<file path="src/rtl/sdram_arbit.sv">
// sdram_arbit: holds the bus for init, then grants refresh > write > read one at a time
// and muxes the current owner's command/address/bank/data onto the SDRAM pins.
`default_nettype none

module sdram_arbit #(
  parameter int ADDR_W        = 13,
  parameter int BA_W          = 2,
  parameter int DATA_W        = 16,
  parameter int GRANT_TIMEOUT = 1023
) (
  input  logic              sysclk_100M,
  input  logic              rst_n,
  input  logic [3:0]        init_cmd,
  input  logic [ADDR_W-1:0] init_addr,
  input  logic [BA_W-1:0]   init_ba,
  input  logic              init_end,
  input  logic              arbit_refresh_req,
  input  logic [3:0]        refresh_cmd,
  input  logic              refresh_end,
  output logic              arbit_refresh_ack,
  input  logic              wr_req,
  input  logic              rd_req,
  output logic              wr_ack,
  output logic              rd_ack,
  input  logic              wr_end,
  input  logic              rd_end,
  input  logic [3:0]        wr_cmd,
  input  logic [3:0]        rd_cmd,
  input  logic [ADDR_W-1:0] wr_addr,
  input  logic [ADDR_W-1:0] rd_addr,
  input  logic [BA_W-1:0]   wr_ba,
  input  logic [BA_W-1:0]   rd_ba,
  input  logic [DATA_W-1:0] wr_dq,
  input  logic              wr_dq_en,
  output logic [3:0]        sdram_cmd,
  output logic [ADDR_W-1:0] sdram_addr,
  output logic [BA_W-1:0]   sdram_ba,
  output logic [DATA_W-1:0] sdram_dq_out,
  output logic              sdram_dq_oe,
  output logic              err_timeout
);

  localparam int              CNT_W    = $clog2(GRANT_TIMEOUT + 1);
  localparam logic [CNT_W-1:0] TMO_LAST = CNT_W'(GRANT_TIMEOUT - 1);
  localparam logic [3:0]       CMD_NOP  = 4'b0111;
  // Auto-refresh needs A10 high (all banks); every other address bit is zero.
  localparam logic [ADDR_W-1:0] REF_ADDR = ADDR_W'(11'h400);

  typedef enum logic [2:0] {
    S_INIT    = 3'd0,
    S_ARBIT   = 3'd1,
    S_REFRESH = 3'd2,
    S_WRITE   = 3'd3,
    S_READ    = 3'd4
  } state_t;

  state_t           state;
  state_t           state_next;
  logic [CNT_W-1:0] wdog;
  logic             granted;
  logic             owner_end;
  logic             timeout_hit;

  assign granted = (state == S_REFRESH) || (state == S_WRITE) || (state == S_READ);

  always_comb begin
    owner_end = 1'b0;
    case (state)
      S_REFRESH: owner_end = refresh_end;
      S_WRITE:   owner_end = wr_end;
      S_READ:    owner_end = rd_end;
      default:   owner_end = 1'b0;
    endcase
  end

  // A completion arriving on the last allowed cycle releases normally, without an error.
  assign timeout_hit = granted && !owner_end && (wdog == TMO_LAST);

  always_comb begin
    state_next = state;
    case (state)
      S_INIT: begin
        if (init_end) state_next = S_ARBIT;
      end
      S_ARBIT: begin
        if (arbit_refresh_req) state_next = S_REFRESH;
        else if (wr_req)       state_next = S_WRITE;
        else if (rd_req)       state_next = S_READ;
      end
      S_REFRESH, S_WRITE, S_READ: begin
        if (owner_end || timeout_hit) state_next = S_ARBIT;
      end
      default: state_next = S_INIT;
    endcase
  end

  always_ff @(posedge sysclk_100M or negedge rst_n) begin
    if (!rst_n) begin
      state       <= S_INIT;
      wdog        <= '0;
      err_timeout <= 1'b0;
    end else begin
      state       <= state_next;
      wdog        <= granted ? wdog + 1'b1 : '0;
      err_timeout <= timeout_hit;
    end
  end

  assign arbit_refresh_ack = (state == S_REFRESH);
  assign wr_ack            = (state == S_WRITE);
  assign rd_ack            = (state == S_READ);

  always_comb begin
    sdram_cmd  = CMD_NOP;
    sdram_addr = '0;
    sdram_ba   = '0;
    case (state)
      S_INIT: begin
        sdram_cmd  = init_cmd;
        sdram_addr = init_addr;
        sdram_ba   = init_ba;
      end
      S_REFRESH: begin
        sdram_cmd  = refresh_cmd;
        sdram_addr = REF_ADDR;
      end
      S_WRITE: begin
        sdram_cmd  = wr_cmd;
        sdram_addr = wr_addr;
        sdram_ba   = wr_ba;
      end
      S_READ: begin
        sdram_cmd  = rd_cmd;
        sdram_addr = rd_addr;
        sdram_ba   = rd_ba;
      end
      default: begin
        sdram_cmd  = CMD_NOP;
        sdram_addr = '0;
        sdram_ba   = '0;
      end
    endcase
  end

  assign sdram_dq_oe  = (state == S_WRITE) && wr_dq_en;
  assign sdram_dq_out = sdram_dq_oe ? wr_dq : '0;

endmodule

`default_nettype wire

</file>
<file path="config.mk">
export PLATFORM = sky130hd
export DESIGN_NAME = sdram_arbit
export DESIGN_NICKNAME = d
export VERILOG_FILES = /design/src/rtl/sdram_arbit.sv
export SDC_FILE = /design/constraint.sdc
export NUM_CORES = 1
export LEC_CHECK = 0
export ABC_AREA = 1
export BUFFER_PORTS_ARGS = -buffer_cell sky130_fd_sc_hd__buf_2
export CORE_ASPECT_RATIO = 1.5
export CORE_MARGIN = 2
export CORE_UTILIZATION = 36
export CTS_CLUSTER_DIAMETER = 60
export DETAILED_ROUTE_END_ITERATION = 6
export MAX_ROUTING_LAYER = met4
export PLACE_DENSITY = 0.8
export REMOVE_ABC_BUFFERS = 1
export SYNTH_ARGS = -nofsm -noshare
export SYNTH_HDL_FRONTEND = slang
export SYNTH_SLANG_ARGS = --single-unit
</file>
<file path="constraint.sdc">
create_clock -name sysclk_100M -period 2 [get_ports sysclk_100M]
set_clock_uncertainty 0.15 [all_clocks]
set_input_delay 0.6 -clock sysclk_100M [delete_from_list [all_inputs] [get_ports sysclk_100M]]
set_output_delay 0.6 -clock sysclk_100M [all_outputs]
set_load 0.02 [all_outputs]
</file>
==> key figures, run 1 <==
Outcome
  – Outcome: finished, violations left
  – Violated checks: negative setup slack

Clock network
  – CTS buffer count: 3
  – Root buffer cell: clkbuf_8
  – Clk buf depth: 2
  – CTS tree: done
  – Clock slew at reported path FFs: 0.06 ns
  – Clock latency on the worst-skew pair: about 0.25 ns
  – CTS sink cnt: 14
  – H-tree Lvls: 1
  – Cts hold-fix bufs: 0

Final layout
  – Area occupied by multi-input gates: ~1000 um2
  – Ant diodes: 0
  – Area growth from synthesis to layout: 110%
  – Sequential cell area: between 300 and 400 um2
  – # nets final: approximately 460
  – Fillers: a little under 200
  – Non-Filler Instances: a little over 400
  – Final core utilization: 79.1%
  – Design area: around 2700 um2
  – Share of layout cells above drive strength 1: between 50 and 60%

Floorplanning
  – Die Height: 77.2 um
  – DIE AREA: between 4000 and 5000 um2
  – Number of I/O pins: 127
  – # rows: 26
  – Initial cell density of the core: 37.6%
  – Chip Width: 52.8 um
  – Core area: 3420 um2

Route
  – WL per Instance: about 17 um
  – Vias/cell: 5.39
  – DRT iter0 DRCs: 88
  – Drt drc: 0
  – Pre-antenna DRT Iters: 4
  – Final wirelength: 7250 um
  – Via count: approximately 2200
  – Post-route ant nets: 0

Timing
  – Crit share post-route: 118%
  – Relative slew slack: 78.9%
  – Setup TNS: -9.65 ns
  – Fin. Hold Viols: 0
  – Max Fclk: 0.425 GHz
  – RSZ-0062 raised after global routing: true
  – Slew @ Worst Pin: 0.316 ns
  – Final setup fails: 38
  – Setup ws final: -0.351 ns
  – Fin. max-slew vios: 0
  – Clock period minus worst slack: around 2.4 ns

Min path
  – Hold Crit Class: input pin to asynchronous set/reset pin

Setup path
  – CP arrival: 1.60 ns
  – Max FO, Critical Path: 9
  – Worst-path cell chain: inv_2 > nor2_4 > nand2_2 > inv_4 > buf_12 > nand2_8 > nor2_1 > buf_4
  – Critical path launch point type: register
  – Worst Setup End Kind: primary output
  – CP delay by family, top: buffers and inverters
  – Cell depth of the worst setup path: 8
  – Slowest cell on the critical path: dfrtp_1
  – CP Data Required Time: roughly 1.3 ns
  – WS Path Type: register to primary output
  – FF-to-FF path depth: 10
  – Peak per-stage delay on the critical path: roughly 0.44 ns
  – CP Buf/Inv Count: 4

GRT
  – Vias in the first global route: between 2000 and 2500
  – GRT overflow: 0
  – Largest net degree at the start of global routing: 15
  – Total GRT Usage: between 20 and 30%
  – Initial antenna violation count: 0
  – First-pass GRT wire length: about 8800 um

Logic synthesis
  – Synth Register Bits: 14
  – Largest cells by area after synthesis: dfrtp_1 27%, nand2_1 24%, nor2_1 9.6%
  – Synth cell types: 22
  – Syn avg cell area: 5.71 um2
  – Mapped Cells: roughly 230
  – Area leader, netlist: dfrtp_1
  – Yosys warns: 0
  – Synth Cell Area: approximately 1300 um2
  – Register area share after synthesis: between 20% and 30%
  – Area fraction of the dominant cell type after synthesis: approximately 27%

Place
  – Gpl congestion: slightly above 0.8
  – Pre-CTS setup slack: -0.0708 ns
  – Detailed Place HPWL: around 4000 um
  – I/O Buffers: between 100 and 150
  – Placed cells: 398
  – Area after DPL: between 2000 and 2500 um2

Flow run
  – Max-cap viol count: 0

Pwr
  – P_leak: 1.48 nW
  – Worst vdd ir: a little under 0.001 V
  – Pwr dens: between 1000 and 1500 nW/um2
-- what timing repair did --
action,in CTS,in global routing
setup buffers,6,4
hold endpoints to repair,0,0
resized for setup,87,69
gates cloned,4,0
setup endpoints to repair,38,39
pin swaps,8,8
-- synth_stat cells (all sizes together) --
master	number
nand3	21
ha	2
inv	32
nand4	6
o21ai	4
dfrtp	14
a21oi	7
or2	1
a31oi	1
nor2	36
and3	1
nand2	88
nand3b	1
nor3	4
xor2	1
buf	6
-- report_power, final --
| part | switching, W | internal (W) |
|---|---|---|
| Sequential | 0.0000657 | 0.000333 |
| Clock | 0.000104 | 0.000175 |
| Combinational | 0.00164 | 0.00127 |
| Total | 0.00181 | 0.00178 |
-- cells by family (layout without fill, tap and decap cells) --
family / count (synthesis) / count (layout) / share of synthesized area, %
simple gates: 158 / 159 / 52.4
xor+xnor: 1 / 1 / 0.682
flops: 14 / 14 / 27.3
buf+inv: 38 / 185 / 12.7
compound gates: 12 / 12 / 5.06
fa+ha+maj: 2 / 2 / 1.95
-- final timing paths --
path,end,from,slack [ns]
max,sdram_dq_out[7],state[1]$_DFFE_PN0P_,-0.35
min,wdog[4]$_DFF_PN0_,rst_n,0.09
max reg2reg,state[0]$_DFFE_PN0P_,state[2]$_DFFE_PN0P_,0.27
min reg2reg,wdog[0]$_DFF_PN0_,wdog[0]$_DFF_PN0_,0.34
max in group asynchronous,wdog[9]$_DFF_PN0_,rst_n,1.38
min in group sysclk_100M,wdog[0]$_DFF_PN0_,wdog[0]$_DFF_PN0_,0.34
-- registers in the layout (all words and copies together), names as in the netlist --
signal       cells
err_timeout      1
state            3
wdog            10
-- metal layers --
| layer | GRT usage, % | routed length [um] | vias up |
|---|---|---|---|
| met4 | 13.8 | 460 | 0 |
| met5 | - | 0 | - |
| li1 | - | - | 999 |
| met1 | 25.1 | 2380 | 1012 |
| met2 | 53.8 | 3510 | 170 |
| met3 | 8.37 | 903 | 55 |
-- layout by cell type (no fill, tap or decap), types with 11 or more instances in the layout --
cell type and n:
buf_2 87, buf_4 17, buf_6 41, dfrtp_1 14, inv_1 25, nand2_1 66, nand2_2 20, nand3_2 11
nor2_1 19, nor2_4 13
-- final cells by class --
| class | instances | share of cell area, % |
|---|---|---|
| Clock buffer | 4 | 2.04 |
| Inverter | 32 | 5.19 |
| Tap cell | 42 | 1.95 |
| Sequential cell | 14 | 13.0 |
| Timing Repair Buffer | 147 | 39.4 |
| Timing Repair inverter | 2 | 0.556 |
| Multi-Input combinational cell | 174 | 37.9 |
-- per-stage QoR --
stage | hold WS, ns | power, W
floorplan | 0.154 | 0.00151
global placement | 0.324 | 0.00219
detailed placement | 0.334 | 0.00221
CTS | 0.0954 | 0.00311
global route | 0.115 | 0.00377
finish | 0.0865 | 0.00359
(Power assumes the default switching activity.)
==> run 2, diff against run 1 <==
==> constraint.sdc (replaced) <==
create_clock -name sysclk_100M -period 2 [get_ports sysclk_100M]
set_clock_uncertainty 0.15 [all_clocks]
set_input_delay 0.4 -clock sysclk_100M [delete_from_list [all_inputs] [get_ports sysclk_100M]]
set_output_delay 0.4 -clock sysclk_100M [all_outputs]
set_load 0.02 [all_outputs]
==> run 2 against run 1 <==
  * The run still ends with negative setup slack left
  * Clock-buffer cell count did not move
  * First-iteration DRC count fell by 14%
  * Via count down 4.8%
  * Clock power down 3%
  * Setup slack gained 0.16 ns
  * Fmax up 7.1%
  * Sequential share of layout area increased by 0.83 points
  * Sequential cell count unchanged
  * Sequential power barely moved
  * Register-to-register slack better by 0.17 ns
  * Total power decreased by 9.2%
  * Critical endpoint is now sdram_cmd[0]
  * Highest routed layer unchanged
==> key figures, run 2 (synthesis results as in run 1) <==
Timing
  – Setup ws final: -0.195 ns (was -0.351 ns)
  – Slew @ Worst Pin: 0.313 ns (was 0.316 ns)
  – Relative slew slack: 79.0% (was 78.9%)
  – Max Fclk: 0.456 GHz (was 0.425 GHz)
  – Clock period minus worst slack: 2.19 ns (was 2.35 ns)
  – Crit share post-route: 110% (was 118%)
  – Fin. Hold Viols: 0 (unchanged)
  – RSZ-0062 raised after global routing: true (unchanged)
  – Final setup fails: 33 (was 38)
  – Fin. max-slew vios: 0 (unchanged)

Floorplanning
  – Core area: 3420 um2 (unchanged)
  – Chip Width: 52.8 um (unchanged)
  – Die Height: 77.2 um (unchanged)
  – Number of I/O pins: 127 (unchanged)
  – Initial cell density of the core: 37.6% (unchanged)
  – # rows: 26 (unchanged)
  – DIE AREA: 4070 um2 (unchanged)

Final layout
  – Share of layout cells above drive strength 1: 55.1% (was 57.9%)
  – Most frequent cells in the layout: 90 x buf_2, 72 x nand2_1, 32 x buf_6, 27 x inv_1, 17 x nor2_1 (was 87 x buf_2, 66 x nand2_1, 41 x buf_6, 25 x inv_1, 20 x nand2_2)
  – Most common cell after layout, fill and taps aside: buf_2 (unchanged)
  – # nets final: 455 (was 463)
  – Area growth from synthesis to layout: 99.0% (was 110%)
  – Top Registers: wdog (10), state (3), err_timeout (1) (unchanged)
  – Most flops, register: wdog (unchanged)
  – Design area: 2560 um2 (was 2700 um2)
  – Max reg flops: 10 (unchanged)
  – Final core utilization: 74.9% (was 79.1%)

Route
  – Via count: 2128 (was 2236)
  – DRT iter0 DRCs: 76 (was 88)
  – Drt drc: 0 (unchanged)
  – Post-route ant nets: 0 (unchanged)
  – Final wirelength: 6680 um (was 7250 um)
  – WL per Instance: 16.4 um (was 17.5 um)
  – Vias/cell: 5.22 (was 5.39)
  – Pre-antenna DRT Iters: 4 (unchanged)

Setup path
  – FF-to-FF path depth: 10 (unchanged)
  – CP Data Required Time: 1.45 ns (was 1.25 ns)
  – Max FO, Critical Path: 5 (was 9)
  – WS Path Type: register to primary output (unchanged)
  – CP arrival: 1.64 ns (was 1.60 ns)
  – Critical path launch point type: register (unchanged)
  – Worst Setup End Kind: primary output (unchanged)

Clock network
  – CTS buffer count: 3 (unchanged)
  – H-tree Lvls: 1 (unchanged)
  – Clock slew at reported path FFs: 0.06 ns (about the same)
  – CTS sink cnt: 14 (unchanged)
  – Clk buf depth: 2 (unchanged)
  – CTS tree: done (unchanged)
  – Root buffer cell: clkbuf_8 (unchanged)
  – Clock latency on the worst-skew pair: 0.25 ns (about the same)

GRT
  – Routing usage on met3: 7.00% (was 8.37%)
  – Vias in the first global route: 1830 (was 2089)
  – GR Util met1: 23.4% (was 25.1%)
  – Largest net degree at the start of global routing: 20 (was 15)
  – Total GRT Usage: 25.0% (was 29.0%)
  – First-pass GRT wire length: 7690 um (was 8820 um)
  – GRT overflow: 0 (unchanged)
  – GR Util met2: 43.8% (was 53.8%)
  – Initial antenna violation count: 1 (was 0)
  – Busiest layer in global routing: met2 (unchanged)

Outcome
  – Outcome: finished, violations left (unchanged)
  – Violated checks: negative setup slack (unchanged)

Pwr
  – Worst vdd ir: 0.000919 V (was 0.000985 V)
  – Pwr dens: 1270 nW/um2 (was 1330 nW/um2)
  – P_leak: 1.45 nW (was 1.48 nW)

Place
  – Area after DPL: 1960 um2 (was 2020 um2)
  – I/O Buffers: 126 (unchanged)
  – Detailed Place HPWL: 3860 um (was 3930 um)
  – Pre-CTS setup slack: 0.0811 ns (was -0.0708 ns)
  – Gpl congestion: 0.817 (was 0.830)

Min path
  – Hold depth: 4
  – Hold Crit Class: input pin to register (was input pin to asynchronous set/reset pin)

Flow run
  – Max-cap viol count: 0 (unchanged)
-- run 2: cell types whose count changed in the layout (fill, tap and decap cells not counted), sizes merged --
| cell | before | now |
|---|---|---|
| dlygate4sd3 | 0 | 1 |
| nand2 | 89 | 90 |
| clkinvlp | 2 | 0 |
| buf | 147 | 139 |
| diode | 0 | 1 |
-- run 2: worst paths after layout --
| check | start | endpoint | slack, ns |
|---|---|---|---|
| max in group asynchronous | rst_n | state[2]$_DFFE_PN0P_ | 1.03 |
| setup / recovery | state[1]$_DFFE_PN0P_ | sdram_cmd[0] | -0.19 |
| hold / removal | refresh_end | err_timeout$_DFF_PN0_ | 0.32 |
| hold reg to reg | wdog[0]$_DFF_PN0_ | wdog[0]$_DFF_PN0_ | 0.34 |
| min in group asynchronous | rst_n | wdog[6]$_DFF_PN0_ | 0.42 |
| setup reg to reg | state[2]$_DFFE_PN0P_ | state[2]$_DFFE_PN0P_ | 0.44 |
-- run 2: layout make-up --
type	count	area [um2]
Multi-Input combinational cell	175	983
Timing Repair Buffer	140	981
Fill cell	228	858
Sequential cell	14	353
Inverter	32	130
Clock buffer	4	55.1
Tap cell	42	52.6
Antenna cell	1	2.50
-- run 2: where the power goes --
| part | switching [W] | total [W] | internal, W |
|---|---|---|---|
| Clock | 0.0000976 | 0.000272 | 0.000174 |
| Combinational | 0.00148 | 0.00259 | 0.00111 |
| Sequential | 0.0000627 | 0.000399 | 0.000336 |
| Total | 0.00164 | 0.00326 | 0.00162 |
-- run 2: layer usage --
| metal | up-vias | routed length, um |
|---|---|---|
| met5 | - | 0 |
| met1 | 972 | 2230 |
| li1 | 978 | - |
| met4 | 0 | 399 |
| met2 | 138 | 3340 |
| met3 | 40 | 699 |
-- run 2: timing repair --
item	4_1_cts	5_1_grt
gates cloned	1	2
buffers inserted	7	1
pin swaps	3	4
setup endpoints to repair	37	37
gates resized for setup	62	67
hold buffers	1	0
hold endpoints to repair	14	0
-- run 2: metrics by stage --
stage	TNS, ns	total power, W	hold WS (ns)	cells
floorplan	-0.0201	0.00151	-0.0456	219
global placement	0	0.00208	0.154	392
detailed placement	0	0.00210	0.155	392
CTS	-0.825	0.00291	0.319	405
global route	-4.07	0.00345	0.351	408
finish	-1.72	0.00326	0.322	408
-- run 2: critical path: stages (launching register included) --
cell      delay [ns]
dfrtp_2         0.44
nor2_4          0.13
nand2_2         0.10
inv_4           0.09
buf_4           0.13
nand2_1         0.09
nand2_1         0.10
a21oi_2         0.05
nand3b_1        0.12
buf_6           0.13
